==> src/rtl/chess_pkg.sv <==
// Shared types, piece encodings and small piece helpers for the SZACHY game controller.
package chess_pkg;

  typedef enum logic [2:0] {
    S_IDLE,
    S_CHECK,
    S_GEN,
    S_SELECTED,
    S_CLR_SRC,
    S_WR_DST,
    S_SWITCH,
    S_OVER
  } state_t;

  localparam logic [3:0] EMPTY      = 4'd0;
  localparam logic [2:0] PAWN       = 3'd1;
  localparam logic [2:0] KNIGHT     = 3'd2;
  localparam logic [2:0] BISHOP     = 3'd3;
  localparam logic [2:0] ROOK       = 3'd4;
  localparam logic [2:0] QUEEN      = 3'd5;
  localparam logic [2:0] KING       = 3'd6;
  localparam int         COLOUR_BIT = 3;

  function automatic logic is_own(input logic [3:0] piece, input logic side);
    return (piece != EMPTY) && (piece[COLOUR_BIT] == side);
  endfunction

  // A pawn promotes on the far rank for its colour: row 7 for white, row 0 for black.
  function automatic logic is_promotion(input logic [3:0] piece, input logic [5:0] dst);
    logic [2:0] row;
    row = dst[5:3];
    return (piece[2:0] == PAWN) && (piece[COLOUR_BIT] ? (row == 3'd0) : (row == 3'd7));
  endfunction

endpackage

==> src/rtl/turn_sequencer_if.sv <==
// Bundle of the click, board, move-generator and status signals around the turn sequencer.
interface turn_sequencer_if;
  logic        click_valid;
  logic [5:0]  click_square;
  logic [5:0]  rd_addr;
  logic [3:0]  rd_data;
  logic        wr_en;
  logic [5:0]  wr_addr;
  logic [3:0]  wr_data;
  logic        mg_start;
  logic [5:0]  mg_square;
  logic        mg_done;
  logic [63:0] mg_moves;
  logic        side;
  logic        picked_valid;
  logic [5:0]  picked_square;
  logic [63:0] highlight;
  logic        game_over;
  logic        winner;

  modport master (
    input  click_valid, click_square, rd_data, mg_done, mg_moves,
    output rd_addr, wr_en, wr_addr, wr_data, mg_start, mg_square,
           side, picked_valid, picked_square, highlight, game_over, winner
  );

  modport slave (
    output click_valid, click_square, rd_data, mg_done, mg_moves,
    input  rd_addr, wr_en, wr_addr, wr_data, mg_start, mg_square,
           side, picked_valid, picked_square, highlight, game_over, winner
  );
endinterface

==> src/rtl/turn_timeout_counter.sv <==
// Loadable down-counter; expire pulses on the last enabled cycle of the loaded window.
module turn_timeout_counter #(
  parameter int WIDTH = 10
) (
  input  logic             clk,
  input  logic             rst,
  input  logic             load,
  input  logic [WIDTH-1:0] load_value,
  input  logic             en,
  output logic             expire
);
  logic [WIDTH-1:0] count_reg;

  always_ff @(posedge clk) begin
    if (rst)
      count_reg <= '0;
    else if (load)
      count_reg <= load_value;
    else if (en && (count_reg != '0))
      count_reg <= count_reg - 1'b1;
  end

  assign expire = en && !load && (count_reg == '0);
endmodule

==> src/rtl/turn_sequencer.sv <==
// Game controller: sequences pick, move generation, place, board commit and turn hand-over.
module turn_sequencer
  import chess_pkg::*;
#(
  parameter int         MG_TIMEOUT   = 1024,
  parameter logic [2:0] PROMOTE_CODE = 3'd5
) (
  input  logic              clk,
  input  logic              rst,
  turn_sequencer_if.master  bus
);
  localparam int CW = (MG_TIMEOUT > 1) ? $clog2(MG_TIMEOUT) : 1;

  state_t      state_reg,         state_next;
  logic        side_reg,          side_next;
  logic        picked_valid_reg,  picked_valid_next;
  logic [5:0]  picked_square_reg, picked_square_next;
  logic [63:0] highlight_reg,     highlight_next;
  logic        game_over_reg,     game_over_next;
  logic        winner_reg,        winner_next;
  logic        mg_start_reg,      mg_start_next;
  logic [5:0]  mg_square_reg,     mg_square_next;
  logic [5:0]  dst_reg,           dst_next;
  logic [3:0]  captured_reg,      captured_next;
  logic [3:0]  moving_reg,        moving_next;

  logic        tmo_load;
  logic        tmo_expire;
  logic [5:0]  rd_addr_c;
  logic        wr_en_c;
  logic [5:0]  wr_addr_c;
  logic [3:0]  wr_data_c;

  turn_timeout_counter #(.WIDTH(CW)) u_timeout (
    .clk        (clk),
    .rst        (rst),
    .load       (tmo_load),
    .load_value (CW'(MG_TIMEOUT - 1)),
    .en         (state_reg == S_GEN),
    .expire     (tmo_expire)
  );

  always_ff @(posedge clk) begin
    if (rst) begin
      state_reg         <= S_IDLE;
      side_reg          <= 1'b0;
      picked_valid_reg  <= 1'b0;
      picked_square_reg <= '0;
      highlight_reg     <= '0;
      game_over_reg     <= 1'b0;
      winner_reg        <= 1'b0;
      mg_start_reg      <= 1'b0;
      mg_square_reg     <= '0;
      dst_reg           <= '0;
      captured_reg      <= EMPTY;
      moving_reg        <= EMPTY;
    end else begin
      state_reg         <= state_next;
      side_reg          <= side_next;
      picked_valid_reg  <= picked_valid_next;
      picked_square_reg <= picked_square_next;
      highlight_reg     <= highlight_next;
      game_over_reg     <= game_over_next;
      winner_reg        <= winner_next;
      mg_start_reg      <= mg_start_next;
      mg_square_reg     <= mg_square_next;
      dst_reg           <= dst_next;
      captured_reg      <= captured_next;
      moving_reg        <= moving_next;
    end
  end

  always_comb begin
    state_next         = state_reg;
    side_next          = side_reg;
    picked_valid_next  = picked_valid_reg;
    picked_square_next = picked_square_reg;
    highlight_next     = highlight_reg;
    game_over_next     = game_over_reg;
    winner_next        = winner_reg;
    mg_start_next      = 1'b0;
    mg_square_next     = mg_square_reg;
    dst_next           = dst_reg;
    captured_next      = captured_reg;
    moving_next        = moving_reg;
    tmo_load           = 1'b0;
    rd_addr_c          = '0;
    wr_en_c            = 1'b0;
    wr_addr_c          = '0;
    wr_data_c          = EMPTY;

    case (state_reg)
      S_IDLE: begin
        if (bus.click_valid) begin
          picked_square_next = bus.click_square;
          state_next         = S_CHECK;
        end
      end

      S_CHECK: begin
        rd_addr_c = picked_square_reg;
        if (is_own(bus.rd_data, side_reg)) begin
          mg_start_next  = 1'b1;
          mg_square_next = picked_square_reg;
          tmo_load       = 1'b1;
          state_next     = S_GEN;
        end else begin
          state_next = S_IDLE;
        end
      end

      // mg_done wins over a timeout landing in the same cycle.
      S_GEN: begin
        if (bus.mg_done) begin
          highlight_next    = bus.mg_moves;
          picked_valid_next = 1'b1;
          state_next        = S_SELECTED;
        end else if (tmo_expire) begin
          state_next = S_IDLE;
        end
      end

      S_SELECTED: begin
        rd_addr_c = bus.click_square;
        if (bus.click_valid) begin
          if (bus.click_square == picked_square_reg) begin
            picked_valid_next = 1'b0;
            highlight_next    = '0;
            state_next        = S_IDLE;
          end else if (highlight_reg[bus.click_square]) begin
            dst_next      = bus.click_square;
            captured_next = bus.rd_data;
            state_next    = S_CLR_SRC;
          end else if (is_own(bus.rd_data, side_reg)) begin
            picked_square_next = bus.click_square;
            picked_valid_next  = 1'b0;
            highlight_next     = '0;
            state_next         = S_CHECK;
          end
        end
      end

      // The source is still intact on the read port while its clear is being issued.
      S_CLR_SRC: begin
        rd_addr_c   = picked_square_reg;
        moving_next = bus.rd_data;
        wr_en_c     = 1'b1;
        wr_addr_c   = picked_square_reg;
        wr_data_c   = EMPTY;
        state_next  = S_WR_DST;
      end

      S_WR_DST: begin
        wr_en_c   = 1'b1;
        wr_addr_c = dst_reg;
        wr_data_c = is_promotion(moving_reg, dst_reg) ? {side_reg, PROMOTE_CODE} : moving_reg;
        picked_valid_next = 1'b0;
        highlight_next    = '0;
        state_next        = S_SWITCH;
      end

      S_SWITCH: begin
        if (captured_reg[2:0] == KING) begin
          game_over_next = 1'b1;
          winner_next    = side_reg;
          state_next     = S_OVER;
        end else begin
          side_next  = ~side_reg;
          state_next = S_IDLE;
        end
      end

      S_OVER: state_next = S_OVER;

      default: state_next = S_IDLE;
    endcase
  end

  assign bus.rd_addr       = rd_addr_c;
  assign bus.wr_en         = wr_en_c;
  assign bus.wr_addr       = wr_addr_c;
  assign bus.wr_data       = wr_data_c;
  assign bus.mg_start      = mg_start_reg;
  assign bus.mg_square     = mg_square_reg;
  assign bus.side          = side_reg;
  assign bus.picked_valid  = picked_valid_reg;
  assign bus.picked_square = picked_square_reg;
  assign bus.highlight     = highlight_reg;
  assign bus.game_over     = game_over_reg;
  assign bus.winner        = winner_reg;
endmodule

==> src/flat_wrapper.sv <==
// flat-port wrapper written by rule: the top's interface ports become plain ports
module turn_sequencer_flat import chess_pkg::*;
#(
  parameter int         MG_TIMEOUT   = 1024,
  parameter logic [2:0] PROMOTE_CODE = 3'd5
)
  (clk, rst, bus_click_valid, bus_click_square, bus_rd_data, bus_mg_done, bus_mg_moves, bus_rd_addr, bus_wr_en, bus_wr_addr, bus_wr_data, bus_mg_start, bus_mg_square, bus_side, bus_picked_valid, bus_picked_square, bus_highlight, bus_game_over, bus_winner);
  turn_sequencer_if bus_i ();
  input  logic clk;
  input  logic rst;
  input wire logic [$bits(bus_i.click_valid)-1:0] bus_click_valid;
  input wire logic [$bits(bus_i.click_square)-1:0] bus_click_square;
  input wire logic [$bits(bus_i.rd_data)-1:0] bus_rd_data;
  input wire logic [$bits(bus_i.mg_done)-1:0] bus_mg_done;
  input wire logic [$bits(bus_i.mg_moves)-1:0] bus_mg_moves;
  output wire logic [$bits(bus_i.rd_addr)-1:0] bus_rd_addr;
  output wire logic [$bits(bus_i.wr_en)-1:0] bus_wr_en;
  output wire logic [$bits(bus_i.wr_addr)-1:0] bus_wr_addr;
  output wire logic [$bits(bus_i.wr_data)-1:0] bus_wr_data;
  output wire logic [$bits(bus_i.mg_start)-1:0] bus_mg_start;
  output wire logic [$bits(bus_i.mg_square)-1:0] bus_mg_square;
  output wire logic [$bits(bus_i.side)-1:0] bus_side;
  output wire logic [$bits(bus_i.picked_valid)-1:0] bus_picked_valid;
  output wire logic [$bits(bus_i.picked_square)-1:0] bus_picked_square;
  output wire logic [$bits(bus_i.highlight)-1:0] bus_highlight;
  output wire logic [$bits(bus_i.game_over)-1:0] bus_game_over;
  output wire logic [$bits(bus_i.winner)-1:0] bus_winner;
  assign bus_i.click_valid = bus_click_valid;
  assign bus_i.click_square = bus_click_square;
  assign bus_i.rd_data = bus_rd_data;
  assign bus_i.mg_done = bus_mg_done;
  assign bus_i.mg_moves = bus_mg_moves;
  assign bus_rd_addr = bus_i.rd_addr;
  assign bus_wr_en = bus_i.wr_en;
  assign bus_wr_addr = bus_i.wr_addr;
  assign bus_wr_data = bus_i.wr_data;
  assign bus_mg_start = bus_i.mg_start;
  assign bus_mg_square = bus_i.mg_square;
  assign bus_side = bus_i.side;
  assign bus_picked_valid = bus_i.picked_valid;
  assign bus_picked_square = bus_i.picked_square;
  assign bus_highlight = bus_i.highlight;
  assign bus_game_over = bus_i.game_over;
  assign bus_winner = bus_i.winner;
  turn_sequencer #(.MG_TIMEOUT(MG_TIMEOUT), .PROMOTE_CODE(PROMOTE_CODE)) u_core (.clk(clk), .rst(rst), .bus(bus_i));
endmodule
==> config.mk <==
export PLATFORM = sky130hd
export DESIGN_NAME = turn_sequencer_flat
export DESIGN_NICKNAME = d
export VERILOG_FILES = /design/src/rtl/chess_pkg.sv /design/src/rtl/turn_sequencer_if.sv /design/src/rtl/turn_timeout_counter.sv /design/src/rtl/turn_sequencer.sv /design/src/flat_wrapper.sv
export SDC_FILE = /design/constraint.sdc
export NUM_CORES = 1
export LEC_CHECK = 0
export BUFFER_PORTS_ARGS = -buffer_cell sky130_fd_sc_hd__buf_4
export CAP_MARGIN = 30
export CORE_UTILIZATION = 30
export CTS_BUF_LIST = sky130_fd_sc_hd__clkbuf_16
export CTS_CLUSTER_SIZE = 20
export DETAILED_ROUTE_END_ITERATION = 8
export GPL_ROUTABILITY_DRIVEN = 1
export PLACE_DENSITY = 0.61
export REMOVE_ABC_BUFFERS = 1
export SYNTH_ARGS = -nofsm -noshare
export SYNTH_HDL_FRONTEND = slang
export SYNTH_SLANG_ARGS = --single-unit
export TNS_END_PERCENT = 10
==> constraint.sdc <==
create_clock -name clk -period 2.1 [get_ports clk]
set_input_delay 0.105 -clock clk [delete_from_list [all_inputs] [get_ports clk]]
set_output_delay 0.105 -clock clk [all_outputs]
set_load 0.02 [all_outputs]
* Yosys cells after proc, flatten, opt, wreduce, memory -nomap -nowiden
Index checks and enable logic that the tools add are counted.
** Storage, ports and cells
- Flip-flop bits (word level) :: 107
- Bits in latches :: 0
- Bits in writable memories :: 0
- Memory bits (read-only) :: 0
- Input bits :: 78
- Output and inout bits :: 98
- Word-level logic and storage cells :: 103
- Memories :: 0
** Cells by class
- Add/sub/neg operators :: 1
- $mul :: 0
- Divide/modulo/power cells :: 0
- $lt $le $gt $ge :: 1
- Equal/unequal tests :: 22
- Shifts and indexed selects :: 0
- Multiplexer cells :: 40
- Bitwise logic cells :: 3
- Reductions and logical operators :: 23
** Operator list (count)
- $mux W64 :: 5
- $pmux W64 S3 :: 1
- $pmux W6 S2 :: 3
- $mux W6 :: 5
- $mux W3 :: 8
- $pmux W3 S8 :: 1
- $mux W10 :: 2
- $eq A3 B3 Y1 const B :: 6
- $logic_not A10 Y1 :: 1
- $mux W1 :: 10
- $ne A2 B2 Y1 const B :: 5
- $reduce_bool A10 Y1 :: 1
- $sub A10 B1 Y10 const B :: 1
- $mux W4 :: 2
- $reduce_and A4 Y1 :: 2
- $lt A6 B7 Y1 const B :: 1
- $bmux W1 S6 :: 1
- $eq A3 B1 Y1 const B :: 2
- $eq A3 B2 Y1 const B :: 2
- $eq A6 B6 Y1 :: 1
- $logic_not A3 Y1 :: 2
- $ne A3 B2 Y1 const B :: 2
- $reduce_and A2 Y1 :: 3
- $reduce_and A6 Y1 :: 1
- other kinds (14) :: 22

* Logic depth before layout (Yosys ltp)
Gate-level depths: netlist of the first run.
- Depth in word-level cells :: 10
- Gate-level depth with buffers :: 11
- Mapped depth without buffers :: 9

* Modules after synthesis
From an unflattened synthesis of the first run, not the netlist that was laid out.
** Second synthesis, totals
- Cell total of the unflattened synthesis :: 633
- Area total of the unflattened synthesis :: 5786.8 um^2
** Modules (own cells, without submodules)
- turn_sequencer :: instances 1, cells an instance 556, area an instance 5122.4 um^2, seq. area each 1941.9 um^2
- turn_timeout_counter :: instances 1, cells an instance 77, area an instance 664.4 um^2, seq. area each 200.2 um^2

* Least setup slack after synthesis of the first run
Ideal clock, no wire load.
- Path kind :: reg2reg
- From :: reg u_core.highlight_reg[23], in the netlist u_core.bus.highlight[23]
- To :: reg u_core.highlight_reg[0], in the netlist u_core.bus.highlight[0]
- Arrival time :: 2.045 ns
- Setup slack :: -0.062 ns
- Cell stages (with the launch flop) :: 10
- Buffers on the path :: 2
- Clock period less this slack :: 2.162 ns
- Cells stage by stage :: dfxtp_1 -> mux4_2 -> mux2i_1 -> mux2i_1 -> a22oi_1 -> nand3_1 -> a31o_1 -> buf_6 -> buf_6 -> a22o_1
** Between the ends
- Word-level cells in the longest chain between the ends :: 4
** Ends and longest elaborated chain
- start: declaration :: line turn_sequencer.sv:18 : logic [63:0] highlight_reg, highlight_next;
- start signal: assignment :: line turn_sequencer.sv:62 : highlight_reg <= highlight_next;
- $bmux W1 S6 :: line turn_sequencer.sv:130 : end else if (highlight_reg[bus.click_square]) begin
- $mux W1 (implied by the code) :: line turn_sequencer.sv:130
- $ne A3 B2 Y1 (no line)
- $reduce_and A5 Y1 (no line)
Every way passes these cells. The select of a mux whose other input is x is not followed.
A chain may end at the register's enable or synchronous reset.

* Worst setup path in the final report of the first run
- From :: reg u_core.highlight_reg[28], in the netlist u_core.bus.highlight[28]
- To :: reg u_core.highlight_reg[34], in the netlist u_core.bus.highlight[34]
Same word-level chain as after synthesis.

==> impl_metrics.env, run 1 <==
export IMPL_fill_cells=1306
export IMPL_p_leak_uw=0.00373
export IMPL_dr_pass1_iters=4
export IMPL_hp_class="input pin to flop"
export IMPL_cp_end_kind="flop"
export IMPL_ff2ff_setup_slack_ns=-0.27
export IMPL_vdd_drop_max_mv=0.389
export IMPL_total_power_uw=5630
export IMPL_vias=4839
export IMPL_r2r_start="u_core.bus.highlight[28]"
export IMPL_dieWidth_um=127
export IMPL_pwr_density_cell_mw_per_mm2=704
export IMPL_routed_wl_um=16500
export IMPL_max_clock_freq_mhz=423
export IMPL_cts_buffers_inserted=9
export IMPL_dieArea_sq_mm=0.0161
export IMPL_initial_core_util=0.308
export IMPL_synth_top_area_cell="dfxtp_1"
export IMPL_antenna_cells=0
export IMPL_drc=0
export IMPL_antenna_left=0
export IMPL_cp_required_ns=2.35
export IMPL_worstMarginPinSlew_ns=0.507
export IMPL_htree_num_levels=3
export IMPL_whs_endpoint="u_core.moving_reg[1]"
export IMPL_yosys_top_cells_area="dfxtp_1 (46%), a22o_1 (13%), mux2i_1 (7.7%)"
export IMPL_whs_ns=0.0257
export IMPL_overflow=0
export IMPL_nets=849
export IMPL_path_cells="mux4_2, mux2i_2, mux2i_1, a22oi_2, nand3_2, a31o_4, clkbuf_16, a22o_1"
export IMPL_place_area_sq_mm=0.00678
export IMPL_slew_violations=0
export IMPL_fp_dieH_um=127
export IMPL_globalRouteTotalUtil=0.194
export IMPL_synthFlopType="dfxtp_1"
export IMPL_cp_arrival_ns=2.61
export IMPL_holdPathStages=3
export IMPL_yosysSeqAreaShare=0.457
export IMPL_rsz0062_at_grt="true"
export IMPL_cp_max_fo=7
export IMPL_grt_start_max_net_pins=65
export IMPL_drtIter0Drc=164
export IMPL_grt_pass1_vias=4994
export IMPL_design_area_sq_mm=0.00800
export IMPL_synthDistinctLibCells=45
export IMPL_postSynth_asyncResetShare=0
export IMPL_dp_hpwl_um=10800
export IMPL_finalHoldViolCount=0
export IMPL_ys_warn_count=0
export IMPL_violations="setup timing"
export IMPL_synthesis_area_sq_mm=0.00469
export IMPL_tns_ns=-15.75
export IMPL_synth_top_area_share=0.457
export IMPL_cts_buffer_depth=2
export IMPL_grt_pass1_wl_um=24700
export IMPL_rows=45
export IMPL_cts_tree="done"
export IMPL_synth_cells=451
export IMPL_period_minus_slack_ns=2.37
export IMPL_largest_reg_flops=64
export IMPL_skew_ns=0.0108
export IMPL_gp_congestion=0.827
export IMPL_worstHoldStart="bus_rd_data[1]"
export IMPL_critPathSlowestCell="mux4_2"
export IMPL_crit_start="u_core.bus.highlight[28]"
export IMPL_fp_coreArea_sq_mm=0.0152
export IMPL_outcome="finished, violations left"
export IMPL_drive_gt1_frac=0.428
export IMPL_io_pins=176
export IMPL_synth_edf_count=0
export IMPL_clkTransAtPathRegs_ns=0.07
export IMPL_cts_root_buf="clkbuf_16"
export IMPL_period_share=1.13
export IMPL_clk_latency_ns=0.35
export IMPL_cts_sinks=107
export IMPL_antenna_found_initial=0
export IMPL_synthToLayoutAreaGrowth_pct=70.5
export IMPL_setup_slack_ns=-0.266
export IMPL_critPathKind="flop to flop"
export IMPL_vias_per_cell=5.03
export IMPL_placedCellCount=872
export IMPL_r2r_end="u_core.bus.highlight[34]"
export IMPL_max_slew_margin=0.662
export IMPL_synth_seq_cells=107
export IMPL_critical_path_max_stage_delay_ns=0.47
export IMPL_instances_no_fill=962
export IMPL_io_buffer_count=175
export IMPL_setup_viol=80
export IMPL_postSynthAreaPerCell_sq_um=10.4
export IMPL_cap_violations=0
export IMPL_wl_per_cell_um=17.2
export IMPL_crit_path_start_kind="flop"
export IMPL_rr_worst_depth=8
-- cell type report --
type | instances | area [sq um] | area share
clock buffer | 9 | 225 | 0.0282
clock inverter | 7 | 66.3 | 0.00829
inverter | 7 | 26.3 | 0.00329
multi-input combinational | 301 | 2430 | 0.304
sequential | 107 | 2140 | 0.268
tap | 188 | 235 | 0.0294
timing repair buffer | 343 | 2870 | 0.359
-- layer usage --
layer / share of wire / GRT usage / routed length, um
met2: 0.50 / 0.334 / 8260
met5: 0 / 0 / 0
met3: 0.065 / 0.0486 / 1080
met1: 0.41 / 0.232 / 6820
met4: 0.021 / 0.0770 / 355
-- synthesized netlist by cell type (2+ instances only) --
master and n:
nor2_1 54, a31oi_1 2, a22oi_1 2, a21oi_1 19, xnor2_1 9, buf_2 6, nor2b_1 3, nand3_1 9
o21ai_0 8, nand2b_1 2, mux4_2 16, buf_4 3, xor2_1 8, nand4_1 2, inv_1 6, ha_1 2
nand3b_1 3, a221oi_1 2, nor4_1 2, and3_1 2, a22o_1 71, mux2i_1 36, nand2_1 19, clkbuf_1 19
buf_6 8, nor3_1 13, dfxtp_1 107
-- power breakdown --
group          switching, uW  leakage, uW  internal, uW
sequential               115     0.000867          2170
combinational            797      0.00272           849
clock                    769     0.000143           922
total                   1680      0.00373          3940
-- worst max path at each step --
| stage | endpoint | depth (start not counted) |
|---|---|---|
| after floorplan | u_core.bus.highlight[0] | 4 |
| after global placement | u_core.bus.picked_valid | 10 |
| after detailed placement | u_core.bus.highlight[13] | 9 |
| after CTS | u_core.bus.highlight[51] | 8 |
| after global routing | u_core.bus.highlight[19] | 8 |
| final | u_core.bus.highlight[34] | 8 |
-- cell usage in the layout (no fill, tap or decap), types with 4 or more instances in the layout --
cell type      instances
nand2_1               19
dlygate4sd3_1         64
nor2_1                53
mux4_2                16
nor3_1                11
clkbuf_16             14
dfxtp_1              105
o21ai_0                8
a22o_1                71
xnor2_1                9
inv_1                  7
xor2_1                 8
mux2i_2                4
nand3_1                7
mux2i_1               32
a21oi_1               19
buf_4                269
-- stage by stage --
stage,worst slack (ns),util
finish,-0.266,0.526
global route,-0.319,0.526
CTS,-0.233,0.509
detailed placement,-0.346,0.446
global placement,-0.335,0.446
floorplan,-1.05,-
-- cell families (layout without fill, tap and decap cells) --
kind of cell / after synthesis / count (layout) / synth area share
muxes: 53 / 53 / 0.156
adders and majority gates: 2 / 2 / 0.00534
AOI/OAI and AO/OA: 113 / 114 / 0.186
and+or+nand+nor: 115 / 115 / 0.112
DFF: 107 / 107 / 0.457
xor gates and xnor gates: 17 / 17 / 0.0318
buffers and inverters: 44 / 366 / 0.0520
-- worst max-delay path: cells and delay by family, from the launching register on --
| family | cells | cell delay, ns |
|---|---|---|
| muxes | 3 | 0.82 |
| buffers and inverters | 1 | 0.18 |
| DFF | 1 | 0.33 |
| and+or+nand+nor | 1 | 0.16 |
| AOI/OAI and AO/OA | 3 | 0.76 |
-- what timing repair did --
| action | in CTS | in global routing |
|---|---|---|
| hold buffers | 64 | 0 |
| endpoints found under the setup margin | 88 | 90 |
| resized for setup | 7 | 16 |
| buffers inserted | 0 | 2 |
| gates cloned | 0 | 8 |
| pin swaps | 38 | 30 |
| endpoints found under the hold margin | 64 | 0 |
(Power assumes the default switching activity.)
==> run 2: changes to the inputs <==
==> constraint.sdc (replaced) <==
create_clock -name clk -period 2.1 [get_ports clk]
set_input_delay 0.105 -clock clk [delete_from_list [all_inputs] [get_ports clk]]
set_output_delay 0.105 -clock clk [all_outputs]
set_load 0.1 [all_outputs]
==> impl_metrics.env, run 2 (synthesized netlist as in run 1, its figures left out) <==
export IMPL_outcome="finished, violations left"
export IMPL_violations="setup timing"
export IMPL_hp_class="input pin to flop"
export IMPL_cts_root_buf="clkbuf_16"
export IMPL_p_clk_frac=0.273
export IMPL_period_minus_slack_ns=2.37
export IMPL_overflow=0
export IMPL_grt_pass1_vias=4987
export IMPL_htree_num_levels=3
export IMPL_io_pins=176
export IMPL_antenna_cells=0
export IMPL_vias=4811
export IMPL_worstHoldStart="bus_rd_data[1]"
export IMPL_period_share=1.13
export IMPL_antenna_found_initial=0
export IMPL_setup_slack_ns=-0.269
export IMPL_slew_violations=0
export IMPL_finalHoldViolCount=0
export IMPL_ff2ff_setup_slack_ns=-0.27
export IMPL_drc=0
export IMPL_dr_pass1_iters=4
export IMPL_cap_violations=0
export IMPL_largest_reg_flops=64
export IMPL_skew_ns=0.00990
export IMPL_grt_pass1_wl_um=24700
export IMPL_fp_coreArea_sq_mm=0.0152
export IMPL_p_seq_frac=0.369
export IMPL_r2r_start="u_core.bus.highlight[28]"
export IMPL_p_leak_uw=0.00373
export IMPL_drive_gt1_frac=0.430
export IMPL_cts_sinks=107
export IMPL_dieWidth_um=127
export IMPL_layout_commonest_cell="buf_4"
export IMPL_power_internal_uw=3950
export IMPL_max_slew_margin=0.596
export IMPL_setup_viol=80
export IMPL_drtIter0Drc=173
export IMPL_routed_wl_um=16500
export IMPL_dp_hpwl_um=10800
export IMPL_cp_arrival_ns=2.61
export IMPL_whs_ns=0.0260
export IMPL_vias_per_cell=5.00
export IMPL_cts_buffers_inserted=9
export IMPL_whs_endpoint="u_core.moving_reg[1]"
export IMPL_combPwrFrac=0.359
export IMPL_synthToLayoutAreaGrowth_pct=70.8
export IMPL_nets=849
export IMPL_cp_required_ns=2.35
export IMPL_wl_per_cell_um=17.2
export IMPL_dieArea_sq_mm=0.0161
export IMPL_critPathKind="flop to flop"
export IMPL_r2r_end="u_core.bus.highlight[34]"
export IMPL_rr_worst_depth=8
export IMPL_pwr_density_cell_mw_per_mm2=775
export IMPL_fp_dieH_um=127
export IMPL_clkTransAtPathRegs_ns=0.07
export IMPL_crit_path_start_kind="flop"
export IMPL_rows=45
export IMPL_grt_start_max_net_pins=65
export IMPL_antenna_left=0
export IMPL_switching_share=0.363
export IMPL_cp_max_fo=7
export IMPL_final_cell_mix="buf_4 (269), dfxtp_1 (105), a22o_1 (71)"
export IMPL_cts_tree="done"
export IMPL_holdPathStages=3
export IMPL_gp_congestion=0.827
export IMPL_io_buffer_count=175
export IMPL_rsz0062_at_grt="true"
export IMPL_cp_end_kind="flop"
export IMPL_clk_latency_ns=0.35
export IMPL_initial_core_util=0.308
export IMPL_vdd_drop_max_mv=0.433
export IMPL_worstMarginPinSlew_ns=0.601
export IMPL_max_clock_freq_mhz=422
export IMPL_power_switching_uw=2250
export IMPL_cts_buffer_depth=2
export IMPL_globalRouteTotalUtil=0.194
export IMPL_final_util=0.527
export IMPL_fill_cells=1308
run 2: per-stage QoR:
step,cells,setup TNS (ns),setup WS [ns],total power (uW),area [sq um]
floorplan,414,-93.12,-1.78,3590,4470
global placement,872,-22.63,-0.335,4230,6780
detailed placement,872,-25.28,-0.346,4260,6780
CTS,952,-15.10,-0.233,6070,7740
global route,962,-21.84,-0.326,6460,8010
finish,962,-15.92,-0.269,6210,8010
run 2: layout make-up:
type	instances	area, sq um	area share
tap	188	235	0.0294
multi-input combinational	301	2440	0.305
clock buffer	9	225	0.0281
timing repair buffer	343	2870	0.358
inverter	7	26.3	0.00328
sequential	107	2140	0.268
clock inverter	7	66.3	0.00828
run 2: critical path, cell delays in order (launching register included):
cell and delay, ns:
dfxtp_1 0.33, mux4_2 0.47, mux2i_2 0.20, mux2i_1 0.15, a22oi_2 0.21, nand3_2 0.16, a31o_4 0.33, clkbuf_16 0.18
a22o_1 0.23
run 2: what timing repair did:
item / in CTS / in global routing
endpoints found under the hold margin: 64 / 0
gates resized for setup: 7 / 19
pin swaps: 38 / 28
cloned: 0 / 8
endpoints found under the setup margin: 89 / 93
setup buffers: 0 / 2
hold buffers: 64 / 0
run 2: power by group through the flow:
stage,registers (uW),clock network (uW),logic [uW]
2_1_floorplan,2940,0,654
3_3_place_gp,2320,0,1910
3_5_place_dp,2330,0,1930
4_1_cts,2280,1730,2050
5_1_grt,2310,1810,2340
6_report,2290,1690,2220
run 2: how the worst max path moves through the flow:
| stage | cells after the start | end | slack (ns) | from |
|---|---|---|---|---|
| finish | 8 | u_core.bus.highlight[34] | -0.27 | u_core.bus.highlight[28] |
| global route | 8 | u_core.captured_reg[0] | -0.33 | u_core.bus.highlight[30] |
| CTS | 8 | u_core.bus.highlight[51] | -0.23 | u_core.bus.highlight[22] |
| detailed placement | 9 | u_core.bus.highlight[13] | -0.35 | bus_click_square[1] |
| global placement | 10 | u_core.bus.picked_valid | -0.34 | bus_click_square[1] |
| floorplan | 4 | bus_wr_data[3] | -1.78 | u_core.state_reg[2] |
run 2: routing by layer:
metal	wire, um	vias up	global-route usage
li1	-	2307	-
met1	6950	2314	0.233
met2	8220	165	0.334
met3	1010	25	0.0486
met4	354	0	0.0770
met5	0	-	0
==> run 3: changes to the inputs <==
--- a/config.mk
+++ b/config.mk
@@ -5,15 +5,14 @@
 export SDC_FILE = /design/constraint.sdc
 export NUM_CORES = 1
 export LEC_CHECK = 0
-export BUFFER_PORTS_ARGS = -buffer_cell sky130_fd_sc_hd__buf_4
 export CAP_MARGIN = 30
 export CORE_UTILIZATION = 30
 export CTS_BUF_LIST = sky130_fd_sc_hd__clkbuf_16
 export CTS_CLUSTER_SIZE = 20
 export DETAILED_ROUTE_END_ITERATION = 8
+export DONT_BUFFER_PORTS = 1
 export GPL_ROUTABILITY_DRIVEN = 1
-export PLACE_DENSITY = 0.61
-export REMOVE_ABC_BUFFERS = 1
+export PLACE_DENSITY = 0.51
 export SYNTH_ARGS = -nofsm -noshare
 export SYNTH_HDL_FRONTEND = slang
 export SYNTH_SLANG_ARGS = --single-unit
==> impl_metrics.env, run 3 (synthesized netlist as in run 1, its figures left out) <==
export IMPL_cts_buffers_inserted=9
export IMPL_slew_violations=0
export IMPL_period_minus_slack_ns=2.30
export IMPL_dieWidth_um=127
export IMPL_globalRouteTotalUtil=0.183
export IMPL_vdd_drop_max_mv=0.434
export IMPL_finalHoldViolCount=0
export IMPL_synth_nets=531
export IMPL_max_clock_freq_mhz=435
export IMPL_vias=4181
export IMPL_antenna_left=0
export IMPL_cts_root_buf="clkbuf_16"
export IMPL_post_cts_buffers=0
export IMPL_critical_path_max_stage_delay_ns=0.51
export IMPL_outcome="finished, violations left"
export IMPL_worstMarginPinSlew_ns=0.609
export IMPL_io_pins=176
export IMPL_fp_coreArea_sq_mm=0.0152
export IMPL_cp_max_fo=21
export IMPL_dp_hpwl_um=9840
export IMPL_cts_buffer_depth=2
export IMPL_violations="setup timing"
export IMPL_overflow=0
export IMPL_skew_ns=0.0146
export IMPL_drtIter0Drc=158
export IMPL_total_power_uw=5860
export IMPL_setup_slack_ns=-0.197
export IMPL_largest_reg_flops=64
export IMPL_multi_input_area_sq_mm=0.00245
export IMPL_dieArea_sq_mm=0.0161
export IMPL_nets=701
export IMPL_period_share=1.09
export IMPL_drive_gt1_frac=0.407
export IMPL_final_cell_mix="buf_4 (106), dlygate4sd3_1 (75), a22o_1 (71)"
export IMPL_cts_sinks=107
export IMPL_fill_cells=1399
export IMPL_layout_commonest_cell="buf_4"
export IMPL_drc=0
export IMPL_vias_per_cell=5.14
export IMPL_crit_path_start_kind="flop"
export IMPL_fp_dieH_um=127
export IMPL_initial_core_util=0.308
export IMPL_critPathKind="flop to flop"
export IMPL_path_cells="mux4_2, mux2i_2, mux2i_2, a22oi_2, nand3_2, a31o_4, buf_12, a22o_1"
export IMPL_max_slew_margin=0.593
export IMPL_grt_pass1_wl_um=22800
export IMPL_cp_required_ns=2.34
export IMPL_routed_wl_um=14700
export IMPL_cp_common_cell="mux2i_2"
export IMPL_grt_pass1_vias=4314
export IMPL_io_buffer_count=0
export IMPL_p_leak_uw=0.00301
export IMPL_htree_num_levels=3
export IMPL_grt_start_max_net_pins=65
export IMPL_pwr_density_cell_mw_per_mm2=817
export IMPL_rsz0062_at_grt="true"
export IMPL_gp_congestion=0.775
export IMPL_antenna_cells=0
export IMPL_dr_pass1_iters=4
export IMPL_cp_end_kind="flop"
export IMPL_clkTransAtPathRegs_ns=0.08
export IMPL_critPathSlowestCell="mux4_2"
export IMPL_setup_viol=76
export IMPL_hp_class="input pin to flop"
export IMPL_seqCellArea_sq_mm=0.00233
export IMPL_antenna_found_initial=0
export IMPL_cts_tree="done"
export IMPL_instances_no_fill=814
export IMPL_cp_arrival_ns=2.53
export IMPL_rows=45
export IMPL_synthToLayoutAreaGrowth_pct=52.8
export IMPL_cap_violations=0
export IMPL_clk_latency_ns=0.36
export IMPL_placedCellCount=721
export IMPL_wl_per_cell_um=18.1
## run 3: cell types whose count changed in the layout (fill, tap and decap cells not counted), moves of 4 or more
cell           before  now
dfxtp_4             0   39
dfxtp_2             2   33
clkbuf_16          14   10
buf_12              3   13
dfxtp_1           105   35
dlygate4sd3_1      64   75
buf_4             269  106
nor2_2              1    8
nor2_1             52   44
## run 3: final timing paths
path,start,to,slack (ns),cells past startpoint
setup / recovery,u_core.bus.highlight[6],u_core.bus.highlight[13],-0.20,8
hold / removal,rst,u_core.dst_reg[2],0.04,2
setup reg to reg,u_core.bus.highlight[6],u_core.bus.highlight[13],-0.20,8
hold reg to reg,u_core.bus.winner,u_core.bus.winner,0.51,2
## run 3: area by class of cell
cell class / count / area share
Clock buffer: 9 / 0.0314
Clock inverter: 7 / 0.00733
Inverter: 7 / 0.00419
Multi-Input combinational cell: 300 / 0.342
Sequential cell: 107 / 0.325
Tap cell: 188 / 0.0328
Timing Repair Buffer: 196 / 0.257
## run 3: layer usage
metal / track usage / vias up / routed length [um]
li1: - / 2005 / -
met4: 0.0672 / 0 / 246
met5: 0 / - / 0
met1: 0.224 / 1999 / 6290
met2: 0.298 / 152 / 6960
met3: 0.0624 / 25 / 1220
## run 3: worst max-delay path: cells and delay by family (launching register included)
family                 cells  cell delay, ns
AO/OA/AOI/OAI              3            0.74
flip-flops                 1            0.35
multiplexers               3            0.80
buffers and inverters      1            0.17
AND/OR/NAND/NOR            1            0.12
## run 3: power by group
| part | internal, uW | leakage (uW) | switching [uW] |
|---|---|---|---|
| Clock | 813 | 0.000135 | 780 |
| Combinational | 725 | 0.00197 | 1280 |
| Sequential | 2150 | 0.000913 | 110 |
## run 3: timing repair
item | in CTS | in global routing
pin swaps | 6 | 36
setup endpoints to repair | 91 | 97
gates resized for setup | 8 | 14
cloned | 0 | 1
hold buffers | 76 | 0
endpoints found under the hold margin | 107 | 0
## run 3: metrics by stage
step / setup TNS, ns / hold slack, ns / utilization / setup slack (ns) / area, sq um
finish: -11.95 / 0.0417 / 0.471 / -0.197 / 7170
global route: -20.95 / 0.0411 / 0.471 / -0.310 / 7170
CTS: -15.05 / 0.0385 / 0.465 / -0.256 / 7070
detailed placement: -17.60 / 0.179 / 0.394 / -0.276 / 5980
global placement: -11.70 / 0.177 / 0.394 / -0.170 / 5980
floorplan: -9.16 / 0.230 / - / -0.124 / 4920
